`src/rtl/bnn_cls_pkg.sv`:
```
// Shared constants, state encoding and helpers for the BNN classification result stage.
package bnn_cls_pkg;

    localparam int NUM_CLASSES = 10;
    localparam int CLASS_BIN_W = 4;

    localparam logic [CLASS_BIN_W-1:0] CLASS_INVALID = '0;

    typedef enum logic [1:0] {
        IDLE    = 2'd0,
        COLLECT = 2'd1,
        ENCODE  = 2'd2,
        HOLD    = 2'd3
    } cls_state_e;

    function automatic logic [NUM_CLASSES-1:0] idx_to_onehot(input logic [CLASS_BIN_W-1:0] idx);
        logic [NUM_CLASSES-1:0] oh;
        for (int i = 0; i < NUM_CLASSES; i++) begin
            oh[i] = (int'(idx) == i);
        end
        return oh;
    endfunction

endpackage

```
`src/rtl/cls_argmax_step.sv`:
```
// One running-argmax update: the first beat always loads, later beats load only on a
// strictly greater score so ties resolve to the lowest class index.
module cls_argmax_step #(
    parameter int SCORE_W = 10,
    parameter int IDX_W   = bnn_cls_pkg::CLASS_BIN_W
) (
    input  logic               first_i,
    input  logic [SCORE_W-1:0] max_i,
    input  logic [IDX_W-1:0]   idx_i,
    input  logic [SCORE_W-1:0] score_i,
    input  logic [IDX_W-1:0]   k_i,
    output logic [SCORE_W-1:0] max_o,
    output logic [IDX_W-1:0]   idx_o
);

    always_comb begin
        max_o = max_i;
        idx_o = idx_i;
        if (first_i || (score_i > max_i)) begin
            max_o = score_i;
            idx_o = k_i;
        end
    end

endmodule

```
`src/rtl/cls_result_ctrl.sv`:
```
// Final classification sequencer: streams per-class scores, tracks the argmax and
// holds the encoded winner on a valid/ready result port.
module cls_result_ctrl #(
    parameter int NUM_CLASSES = bnn_cls_pkg::NUM_CLASSES,
    parameter int SCORE_W     = 10,
    parameter int CNT_W       = 16
) (
    input  logic                   clk,
    input  logic                   rst_n,
    input  logic                   start,
    input  logic                   score_valid,
    output logic                   score_ready,
    input  logic [SCORE_W-1:0]     score_data,
    input  logic                   score_last,
    output logic                   res_valid,
    input  logic                   res_ready,
    output logic [NUM_CLASSES-1:0] res_onehot,
    output logic [3:0]             res_class,
    output logic [SCORE_W-1:0]     res_score,
    output logic                   busy,
    output logic                   err_len,
    output logic [CNT_W-1:0]       frame_cnt
);
    import bnn_cls_pkg::*;

    localparam logic [CLASS_BIN_W-1:0] LAST_K = CLASS_BIN_W'(NUM_CLASSES - 1);

    cls_state_e             state_q, state_d;
    logic [CLASS_BIN_W-1:0] beat_q, beat_d;
    logic [CLASS_BIN_W-1:0] idx_q, idx_d, step_idx;
    logic [SCORE_W-1:0]     max_q, max_d, step_max;
    logic                   invalid_q, invalid_d;
    logic                   err_q, err_d;
    logic [NUM_CLASSES-1:0] onehot_q, onehot_d;
    logic [CLASS_BIN_W-1:0] class_q, class_d;
    logic [SCORE_W-1:0]     score_q, score_d;
    logic [CNT_W-1:0]       cnt_q, cnt_d;
    logic                   beat_acc;

    cls_argmax_step #(
        .SCORE_W (SCORE_W),
        .IDX_W   (CLASS_BIN_W)
    ) u_argmax_step (
        .first_i (beat_q == '0),
        .max_i   (max_q),
        .idx_i   (idx_q),
        .score_i (score_data),
        .k_i     (beat_q),
        .max_o   (step_max),
        .idx_o   (step_idx)
    );

    // Handshake flags depend on state only, never on the incoming valid.
    assign score_ready = (state_q == COLLECT);
    assign res_valid   = (state_q == HOLD);
    assign busy        = (state_q != IDLE);
    assign beat_acc    = score_valid & score_ready;

    assign res_onehot  = onehot_q;
    assign res_class   = class_q;
    assign res_score   = score_q;
    assign err_len     = err_q;
    assign frame_cnt   = cnt_q;

    always_comb begin
        state_d   = state_q;
        beat_d    = beat_q;
        idx_d     = idx_q;
        max_d     = max_q;
        invalid_d = invalid_q;
        err_d     = err_q;
        onehot_d  = onehot_q;
        class_d   = class_q;
        score_d   = score_q;
        cnt_d     = cnt_q;
        case (state_q)
            IDLE: begin
                if (start) begin
                    state_d   = COLLECT;
                    beat_d    = '0;
                    max_d     = '0;
                    idx_d     = '0;
                    err_d     = 1'b0;
                    invalid_d = 1'b0;
                end
            end
            COLLECT: begin
                if (beat_acc) begin
                    max_d  = step_max;
                    idx_d  = step_idx;
                    beat_d = beat_q + 1'b1;
                    if (beat_q == LAST_K) begin
                        state_d = ENCODE;
                        if (!score_last) err_d = 1'b1;
                    end else if (score_last) begin
                        state_d   = ENCODE;
                        err_d     = 1'b1;
                        invalid_d = 1'b1;
                    end
                end
            end
            ENCODE: begin
                state_d = HOLD;
                if (invalid_q) begin
                    onehot_d = '0;
                    class_d  = CLASS_INVALID;
                    score_d  = '0;
                end else begin
                    onehot_d = NUM_CLASSES'(idx_to_onehot(idx_q));
                    class_d  = idx_q + 1'b1;
                    score_d  = max_q;
                end
            end
            HOLD: begin
                if (res_ready) begin
                    cnt_d   = cnt_q + 1'b1;
                    state_d = IDLE;
                end
            end
            default: state_d = IDLE;
        endcase
    end

    always_ff @(posedge clk) begin
        if (!rst_n) begin
            state_q   <= IDLE;
            beat_q    <= '0;
            idx_q     <= '0;
            max_q     <= '0;
            invalid_q <= 1'b0;
            err_q     <= 1'b0;
            onehot_q  <= '0;
            class_q   <= '0;
            score_q   <= '0;
            cnt_q     <= '0;
        end else begin
            state_q   <= state_d;
            beat_q    <= beat_d;
            idx_q     <= idx_d;
            max_q     <= max_d;
            invalid_q <= invalid_d;
            err_q     <= err_d;
            onehot_q  <= onehot_d;
            class_q   <= class_d;
            score_q   <= score_d;
            cnt_q     <= cnt_d;
        end
    end

endmodule

```
`config.mk`:
```
export PLATFORM = sky130hd
export DESIGN_NAME = cls_result_ctrl
export DESIGN_NICKNAME = d
export VERILOG_FILES = /design/src/rtl/bnn_cls_pkg.sv /design/src/rtl/cls_argmax_step.sv /design/src/rtl/cls_result_ctrl.sv
export SDC_FILE = /design/constraint.sdc
export NUM_CORES = 1
export LEC_CHECK = 0
export ABC_AREA = 1
export CAP_MARGIN = 10
export CORE_UTILIZATION = 47
export DETAILED_ROUTE_END_ITERATION = 12
export HOLD_SLACK_MARGIN = 0.05
export PLACE_DENSITY = 0.8
export RECOVER_POWER = 25
export SLEW_MARGIN = 10
export SYNTH_ARGS = -nofsm -noshare
export SYNTH_HDL_FRONTEND = slang
export SYNTH_SLANG_ARGS = --single-unit
```
`constraint.sdc`:
```
create_clock -name clk -period 1.5 [get_ports clk]
set_input_delay 0.225 -clock clk [delete_from_list [all_inputs] [get_ports clk]]
set_output_delay 0.225 -clock clk [all_outputs]
set_load 0.005 [all_outputs]
```
# [Word-level counts from Yosys, hierarchy flattened]
# Cells that the tools add are included.
[totals] output_inout_bits=44 memories=0 input_bits=16 regBits=62 ramBits=0 romBits=0 wordCells=76 latchBits=0
[classes] n_div=0 n_lt_le_gt_ge=1 n_addsub=3 bitwise_logic=1 multipliers=0 n_eq_ne=21 shift=0 muxes=28 reduce_logical=12
[op_table] cell="10-bit 2-to-1 mux" n=5
[op_table] cell="4-bit == test, second input constant" n=7
[op_table] cell="4-bit 2-to-1 mux" n=5
[op_table] cell="10-bit case mux with 2 select lines" n=1
[op_table] cell="16-bit by 1-bit adder with 16-bit output, second input constant" n=1
[op_table] cell="4-bit case mux with 2 select lines" n=2
[op_table] cell="10-bit > comparator" n=1
[op_table] cell="2-bit 2-to-1 mux" n=5
[op_table] cell="5-bit AND reduction" n=2
[op_table] cell="4-bit by 1-bit adder with 4-bit output, second input constant" n=2
[op_table] cell="4-bit by 3-bit == test with 1-bit output, second input constant" n=2
[op_table] cell="4-bit zero test" n=2
[op_table] cell="2-bit by 1-bit != test with 1-bit output, second input constant" n=4
[op_table] cell="2-bit case mux with 4 select lines" n=1
[op_table] cell="4-bit AND reduction" n=2
[op_table] cell="1-bit 2-to-1 mux" n=7
[op_table] cell="2-bit == test, second input constant" n=2
[op_table] cell="4-bit by 2-bit == test with 1-bit output, second input constant" n=1
[op_table] cell="2-bit != test, second input constant" n=2
[op_table] cell="1-bit case mux with 2 select lines" n=2
[op_table] cell="2-bit nonzero test" n=2
[op_table] cell="3-bit by 1-bit != test with 1-bit output, second input constant" n=1
[op_table] cell="3-bit != test, second input constant" n=1
[op_table] cell="3-bit AND reduction" n=1
[op_table] cell="other kinds (5)" n=5

# [Depth between registers and ports, before layout]
# Gate-level depths: netlist of run 1.
[logic_depth] word_depth=5 depth_mapped=15 mapped_depth_nobuf=14

# [Cells and area by module]
# A second synthesis of run 1 with hierarchy kept.
[unflattened] cells_unflattened=477 area_unflattened_um2=3370.7
[by_module_without_submodules] mod="cls_result_ctrl" seq_area_each_um2=1241.2 instances=1 area_each_um2=2852.7 cells_each=380
[by_module_without_submodules] mod="cls_argmax_step" seq_area_each_um2=0.0 instances=1 area_each_um2=518.0 cells_each=97

# [Worst setup path before layout of run 1]
# Ideal clock, no wire load.
[synth_timing] path_kind="reg-to-reg" from="register state_q[1]" to="register idx_q[2]" setup_slack_ns=-0.187 required_time_ns=1.385 period_less_slack_ns=1.687 setup_ns=0.115 stages_incl_launch_ff=13 arrival_ns=1.572 path_cell_list="dfxtp_1 -> inv_1 -> ha_1 -> buf_4 -> inv_2 -> or2_1 -> nand2_2 -> inv_2 -> o21ai_4 -> inv_4 -> buf_2 -> a21oi_1 -> nor2_1"
[synth_between] elab_chain_len=4 elab_cells_between_ends=9 cone_classes="eq/ne: 4; mux: 1; bitwise: 1; reduce/logical: 3"
[synth_lines] item="from (decl)" line="cls_result_ctrl.sv:28" source="cls_state_e state_q, state_d;"
[synth_lines] item="from (signal assigned)" line="cls_result_ctrl.sv:137" source="state_q <= state_d;"
[synth_lines] item="2-bit by 1-bit == test with 1-bit output (*)" line="cls_result_ctrl.sv:54" source="assign score_ready = (state_q == COLLECT);"
[synth_lines] item="via score_ready" line="cls_result_ctrl.sv:12" source="output logic score_ready,"
[synth_lines] item="1-bit AND" line="cls_result_ctrl.sv:57" source="assign beat_acc = score_valid & score_ready;"
[synth_lines] item="2-bit by 1-bit != test with 1-bit output (no source line)"
[synth_lines] item="4-bit AND reduction (no source line)"
[synth_lines] item="to (signal assigned)" line="cls_result_ctrl.sv:139" source="idx_q <= idx_d;"
[synth_lines] item="to (decl)" line="cls_result_ctrl.sv:30" source="logic [CLASS_BIN_W-1:0] idx_q, idx_d, step_idx;"
# The timed path passes the listed nets; every way through them passes the cells marked *.
# A chain may end at the register's enable or synchronous reset.

# [Final worst setup path of run 1]
[layout_timing] from="register max_q[7]" to="register max_q[2]"
[layout_between] elab_chain_len=4
[layout_lines] item="from (decl)" line="cls_result_ctrl.sv:31" source="logic [SCORE_W-1:0] max_q, max_d, step_max;"
[layout_lines] item="from (signal assigned)" line="cls_result_ctrl.sv:140" source="max_q <= max_d;"
[layout_lines] item="10-bit > comparator" line="cls_argmax_step.sv:19" source="if (first_i || (score_i > max_i)) begin"
[layout_lines] item="1-bit logical OR" line="cls_argmax_step.sv:19"
[layout_lines] item="2-bit by 1-bit != test with 1-bit output (no source line)"
[layout_lines] item="4-bit AND reduction (no source line)"
# Every way passes these cells.

==> results of run 1 <==
[registers in the layout, indices dropped and copies added (netlist names)]
signal / cells
beat_q: 4
state_q: 2
res_score: 10
idx_q: 4
res_class: 4
max_q: 10
err_len: 1
frame_cnt: 16
res_onehot: 10
invalid_q: 1
[power groups by stage]
stage / Clock, mW / Combinational (mW) / Sequential (mW)
after floorplan: 0 / 1.76 / 2.15
after global placement: 0 / 2.60 / 2.14
after detailed placement: 0 / 2.71 / 2.15
after CTS: 1.29 / 3.05 / 2.15
after global routing: 1.39 / 4.07 / 2.20
final: 1.29 / 3.78 / 2.17
[worst min-delay path, cell delays in order]
cell and delay [ns]:
dlygate4sd2_1 0.28, nand2_1 0.10, nand3_2 0.07, nand2_1 0.05
nor2_1 0.03
[per-layer routing]
metal,global-route usage (%),vias to the layer above,share of wire [%]
met5,0,-,0
met4,11.9,0,3.9
met3,7.03,36,5.4
met2,44.6,149,51
met1,28.7,1548,39
li1,-,1595,-
[kinds of logic (layout without fill, tap and decap cells)]
| group | Yosys count | count (layout) |
|---|---|---|
| adders and majority gates | 22 | 22 |
| buffers and inverters | 80 | 192 |
| and+or+nand+nor | 204 | 204 |
| DFF | 62 | 62 |
| AOI/OAI and AO/OA | 66 | 66 |
| xor gates and xnor gates | 2 | 2 |
[through the flow]
step	power [mW]	cell area (um^2)	util, %
2_1_floorplan	3.91	3170	-
3_5_place_dp	4.86	4060	64.3
3_3_place_gp	4.74	4060	64.3
6_report	7.24	4840	76.6
4_1_cts	6.49	4480	71.0
5_1_grt	7.65	4840	76.6
[Yosys cell counts, drive strengths merged, types with 2 or more instances]
| cell | number |
|---|---|
| ha | 22 |
| nor2 | 57 |
| o21ai | 12 |
| dfxtp | 62 |
| nand3 | 20 |
| a32oi | 6 |
| nand4 | 3 |
| or2 | 2 |
| xor2 | 2 |
| a21oi | 43 |
| buf | 6 |
| clkbuf | 10 |
| inv | 64 |
| nor3 | 10 |
| nand2 | 112 |
[worst paths after layout]
| kind | from | endpoint | slack (ns) | cells past startpoint |
|---|---|---|---|---|
| worst min register to register | err_len | err_len | 0.46 | 2 |
| worst min-delay path | score_data[3] | max_q[3] | 0.45 | 5 |
| worst max-delay path | max_q[7] | max_q[2] | -0.27 | 12 |
| worst max register to register | max_q[7] | max_q[2] | -0.27 | 12 |
[area by class of cell]
cell class                      instances  area [um^2]
Multi-Input combinational cell        294         1950
Fill cell                             400         1480
Sequential cell                        62         1270
Timing Repair Buffer                  113         1100
Inverter                               64          248
Clock buffer                           11          141
Tap cell                               77         96.3
Clock inverter                          4         23.8
[repair_timing]
| action | in CTS | in global routing |
|---|---|---|
| endpoints found under the setup margin | 29 | 48 |
| hold buffers | 0 | 0 |
| gates cloned | 1 | 2 |
| resized for setup | 80 | 67 |
| setup buffers | 4 | 10 |
| pin swaps | 24 | 21 |
==> results by group, run 1 <==
Outcome
  – Outcome: finished with violations
  – Failing checks: setup timing

Floorplanning
  – FP Rows: 29
  – Die Wd: 82.7 um
  – Die area: 6850 um^2
  – Core region area: 6310 um^2
  – Initial Utilization: 48.5%
  – Die Span Y: 82.7 um
  – Num ports: 60

Clock tree
  – CTS H-tree depth: 3
  – CTS root buf: clkbuf_8
  – Max clock buf depth: 2
  – CTS clk-pin slew, worst paths: roughly 0.08 ns
  – Worst skew pair latency: 0.35 ns
  – Inserted Clock Buffers: 9
  – CTS tree: done
  – CTS sink cnt: 62

Timing
  – Final hold viol count: 0
  – Setup TNS: -3.64 ns
  – Slew headroom: between 70% and 80%
  – Achievable Freq: 566 MHz
  – Max-slew violation count: 0
  – Endpoints failing setup: 38
  – Clock Skews: 0.0139 ns
  – Minimum clock period: 1.77 ns
  – Setup WS post-layout: -0.267 ns
  – Worst Tran Pin Value: just under 0.4 ns
  – Fin crit share: 118%
  – Worst hold slack: 0.452 ns
  – RSZ-0062 raised after global routing: true

Global routing
  – Pin count of the biggest net entering global routing: 25
  – Vias in the first global route: 2994
  – Total Routing Usage GR: 25.6%
  – First-pass GRT wire length: 13.1 mm
  – Initial antenna violation count: 0
  – GR Overflow Total: 0

Critical path
  – Crit end category: flip-flop
  – Cell family with most CP delay: simple AND/OR/NAND/NOR gates
  – CP required: 1.76 ns
  – Buf+Inv Stages, Crit Path: 1
  – CP max stage cell: dfxtp_2
  – CP Cell Sequence: inv_2 > ha_4 > nand2_4 > nor2_4 > nand3_2 > nand3_2 > nand2_2 > nand2_4 > nand2_8 > nand2_1 > nand2_1 > nor2_1
  – Worst path max stage delay: 0.34 ns
  – Classification of the worst setup path: reg2reg
  – Critical path arrival: approximately 2.0 ns
  – Crit path max fanout: 12
  – Setup crit start kind: flip-flop

Yosys
  – Asr flop ratio synth: 0%
  – Synth Area in Compound Gates: approximately an eighth
  – XOR/XNOR Fraction of Synth Area: 0.572%
  – Post-synthesis net count: 474
  – Main combinational cell family by area after synthesis: simple AND/OR/NAND/NOR gates
  – Register area share after synthesis: 40.5%
  – Mux cell area share after synthesis: 0%
  – Simple-gate area share of the yosys netlist: 27.1%
  – Cells after Synth: around 440
  – Cell taking the most area after synthesis: dfxtp_1
  – Synth Cell Area: 3060 um^2
  – Top post-synthesis cells by area: dfxtp_1, nand2_1, ha_1, inv_1, a21oi_1
  – Post-synth cell types: 29
  – Avg Cell Area, Syn: 7.03 um^2
  – Syn. warnings: 0
  – Top FF cell, synth: dfxtp_1
  – Post-synth top area share: 40.5%
  – EDFF count, synth: 0
  – Flops & latches, synth: between 60 and 70
  – Adder-cell share of the synthesized area: 8.98%

Cells and area
  – Area grow syn2layout: 57.8%
  – Share of cells above drive strength 1: 34.1%
  – Most frequent cells in the layout: nand2_1, clkdlybuf4s50_1, inv_1, nor2_1, dfxtp_1
  – N_diodes: 0
  – Commonest non-fill, non-tap cell in the layout: nand2_1
  – Final net count: slightly below 600
  – Post-route insts no fill: 625

Placed design
  – IO Port Bufs: 59
  – Place WS: -0.529 ns
  – Inst Count DP: 593
  – Dpl hpwl: 5.32 mm
  – Placer's final routability congestion estimate: 0.833

Min path
  – Worst Hold Class: in2reg

Pwr
  – Seq pwr share: 30.0%
  – P_sw: 2.91 mW
  – Combinational cell fraction of total power: 52.2%
  – Leak Pwr: 2.05 nW
  – Clock share of power: 17.8%
  – Internal: about 4.3 mW
  – Pwr Density: approximately 1500 nW/um^2
  – Worst VDD drop: between 1 and 1.5 mV
  – Switching share of power: 40.3%

Detailed routing
  – Via density: 5.32
  – Wire per inst: 15.2 um
  – Drt total wl: 9.52 mm
  – DR iter-0 viols: 160
  – Vias post-DR: ~3300
  – Pre-antenna DRT Iters: 4
  – # DRC: 0
  – DRT antenna net count: 0

Job
  – Maximum Capacitance Violations: 0
Note: power is estimated with default switching activity, not from simulation.
==> inputs of run 2 (changes only) <==
SLEW_MARGIN = 5   (was 10)
==> results of run 2 <==
Final layout, timing and power as in run 1 (identical DEF).
==> inputs of run 3 (changes only) <==
CTS_BUF_LIST = sky130_fd_sc_hd__clkbuf_16   (was not set)
SETUP_SLACK_MARGIN = 0.02   (was not set)
==> results by group, run 3 (synthesis results as in run 1) <==
Global routing
  – Total Routing Usage GR: 25.4%
  – Pin count of the biggest net entering global routing: 25
  – Initial antenna violation count: 0
  – First-pass GRT wire length: 12.9 mm
  – GR Overflow Total: 0
  – Vias in the first global route: ~3000

Cells and area
  – Post-route insts no fill: approximately 630
  – Largest register FFs: 16
  – Most frequent cells in the layout: nand2_1, nor2_1, clkdlybuf4s50_1, inv_1, dfxtp_1
  – Final net count: 582
  – Commonest non-fill, non-tap cell in the layout: nand2_1
  – Share of cells above drive strength 1: 34.1%
  – N_diodes: 0
  – Area grow syn2layout: 61.9%
  – Final core area utilization: between 70% and 80%
  – Fill count: 383

Timing
  – Fin crit share: 114%
  – Endpoints failing setup: 21
  – RSZ-0062 raised after global routing: true
  – Worst Tran Pin Value: 0.407 ns
  – Max-slew violation count: 0
  – Worst hold slack: roughly 0.41 ns
  – Final hold viol count: 0
  – Clock Skews: ~0.0056 ns
  – Slew headroom: between 70 and 80%
  – Setup WS post-layout: -0.207 ns
  – Minimum clock period: 1.71 ns
  – Achievable Freq: 586 MHz

Floorplanning
  – Die Wd: 82.7 um
  – Die area: 6850 um^2
  – Die Span Y: 82.7 um
  – Core region area: 6310 um^2
  – FP Rows: 29
  – Num ports: 60
  – Initial Utilization: between 40% and 50%

Placed design
  – Placer's final routability congestion estimate: 0.808
  – IO Port Bufs: 59
  – Inst Count DP: 594
  – Dpl hpwl: 5.10 mm

Clock tree
  – Inserted Clock Buffers: 9
  – CTS sink cnt: 62
  – Max clock buf depth: 2
  – CTS H-tree depth: 3
  – Worst skew pair latency: 0.33 ns
  – CTS tree: done
  – CTS root buf: clkbuf_16
  – Post-CTS Hold Buffers: 0
  – CTS clk-pin slew, worst paths: 0.05 ns

Critical path
  – Crit path max fanout: 8
  – Flop-to-flop setup slack: -0.21 ns
  – Crit end category: flip-flop
  – Critical path arrival: 1.93 ns
  – Classification of the worst setup path: reg2reg
  – CP required: 1.72 ns
  – Setup crit start kind: flip-flop

Detailed routing
  – Via density: 5.30
  – Drt total wl: 9.69 mm
  – DR iter-0 viols: approximately 190
  – Wire per inst: 15.5 um
  – Pre-antenna DRT Iters: 5
  – Vias post-DR: 3312
  – # DRC: 0
  – DRT antenna net count: 0

Pwr
  – Worst VDD drop: approximately 1.1 mV
  – Pwr Density: 1580 nW/um^2
  – Leak Pwr: 2.16 nW

Min path
  – Worst Hold Class: in2reg

Outcome
  – Failing checks: setup timing
  – Outcome: finished with violations

Job
  – Maximum Capacitance Violations: 0
## run 3: stage by stage
stage | area [um^2] | setup TNS [ns] | total power, mW | setup slack (ns)
6_report | 4960 | -3.00 | 7.84 | -0.207
5_1_grt | 4960 | -5.11 | 8.24 | -0.256
4_1_cts | 4670 | -1.24 | 7.17 | -0.107
3_5_place_dp | 4080 | -8.87 | 4.87 | -0.497
3_3_place_gp | 4080 | -7.96 | 4.78 | -0.425
2_1_floorplan | 3170 | -1.14 | 3.91 | -0.0906
## run 3: repair_timing
item | CTS | global route
resized for setup | 86 | 61
setup endpoints to repair | 35 | 66
pin swaps | 30 | 25
gates cloned | 1 | 2
setup buffers | 6 | 10
## run 3: critical path: stages, from the launching register on
cell     delay, ns
dfxtp_2       0.34
inv_2         0.06
ha_4          0.28
nand2_4       0.06
inv_2         0.04
nand2_1       0.04
nand2_1       0.07
nand2_1       0.08
nand3_2       0.08
nand2_2       0.06
nand2_4       0.12
buf_12        0.16
nand3_2       0.08
nand2_1       0.08
nor2_1        0.04
## run 3: where the power goes
group          switching [mW]  internal (mW)  total (mW)
sequential              0.251           1.94        2.19
clock                   0.737           1.09        1.82
combinational            2.02           1.80        3.82
total                    3.01           4.83        7.84
## run 3: layout make-up
class,count,area [um^2],area share [%]
sequential,62,1270,25.5
inverter,64,250,5.04
timing repair buffer,113,1110,22.3
tap,77,96.3,1.94
multi-input combinational,294,1980,40.0
clock buffer,9,225,4.54
clock inverter,6,31.3,0.630
## run 3: path summary, 6_finish.rpt
kind | start | to | cells after the start
hold / removal | score_data[9] | max_q[9] | 5
hold reg to reg | err_len | err_len | 2
setup / recovery | max_q[5] | max_q[7] | 14
setup reg to reg | max_q[5] | max_q[7] | 14
## run 3: routing by layer
metal / vias to the layer above / GRT usage (%) / wire [um]
li1: 1600 / - / -
met1: 1552 / 28.2 / 3750
met2: 124 / 45.8 / 5130
met3: 36 / 5.71 / 410
met4: 0 / 11.2 / 394
met5: - / 0 / 0
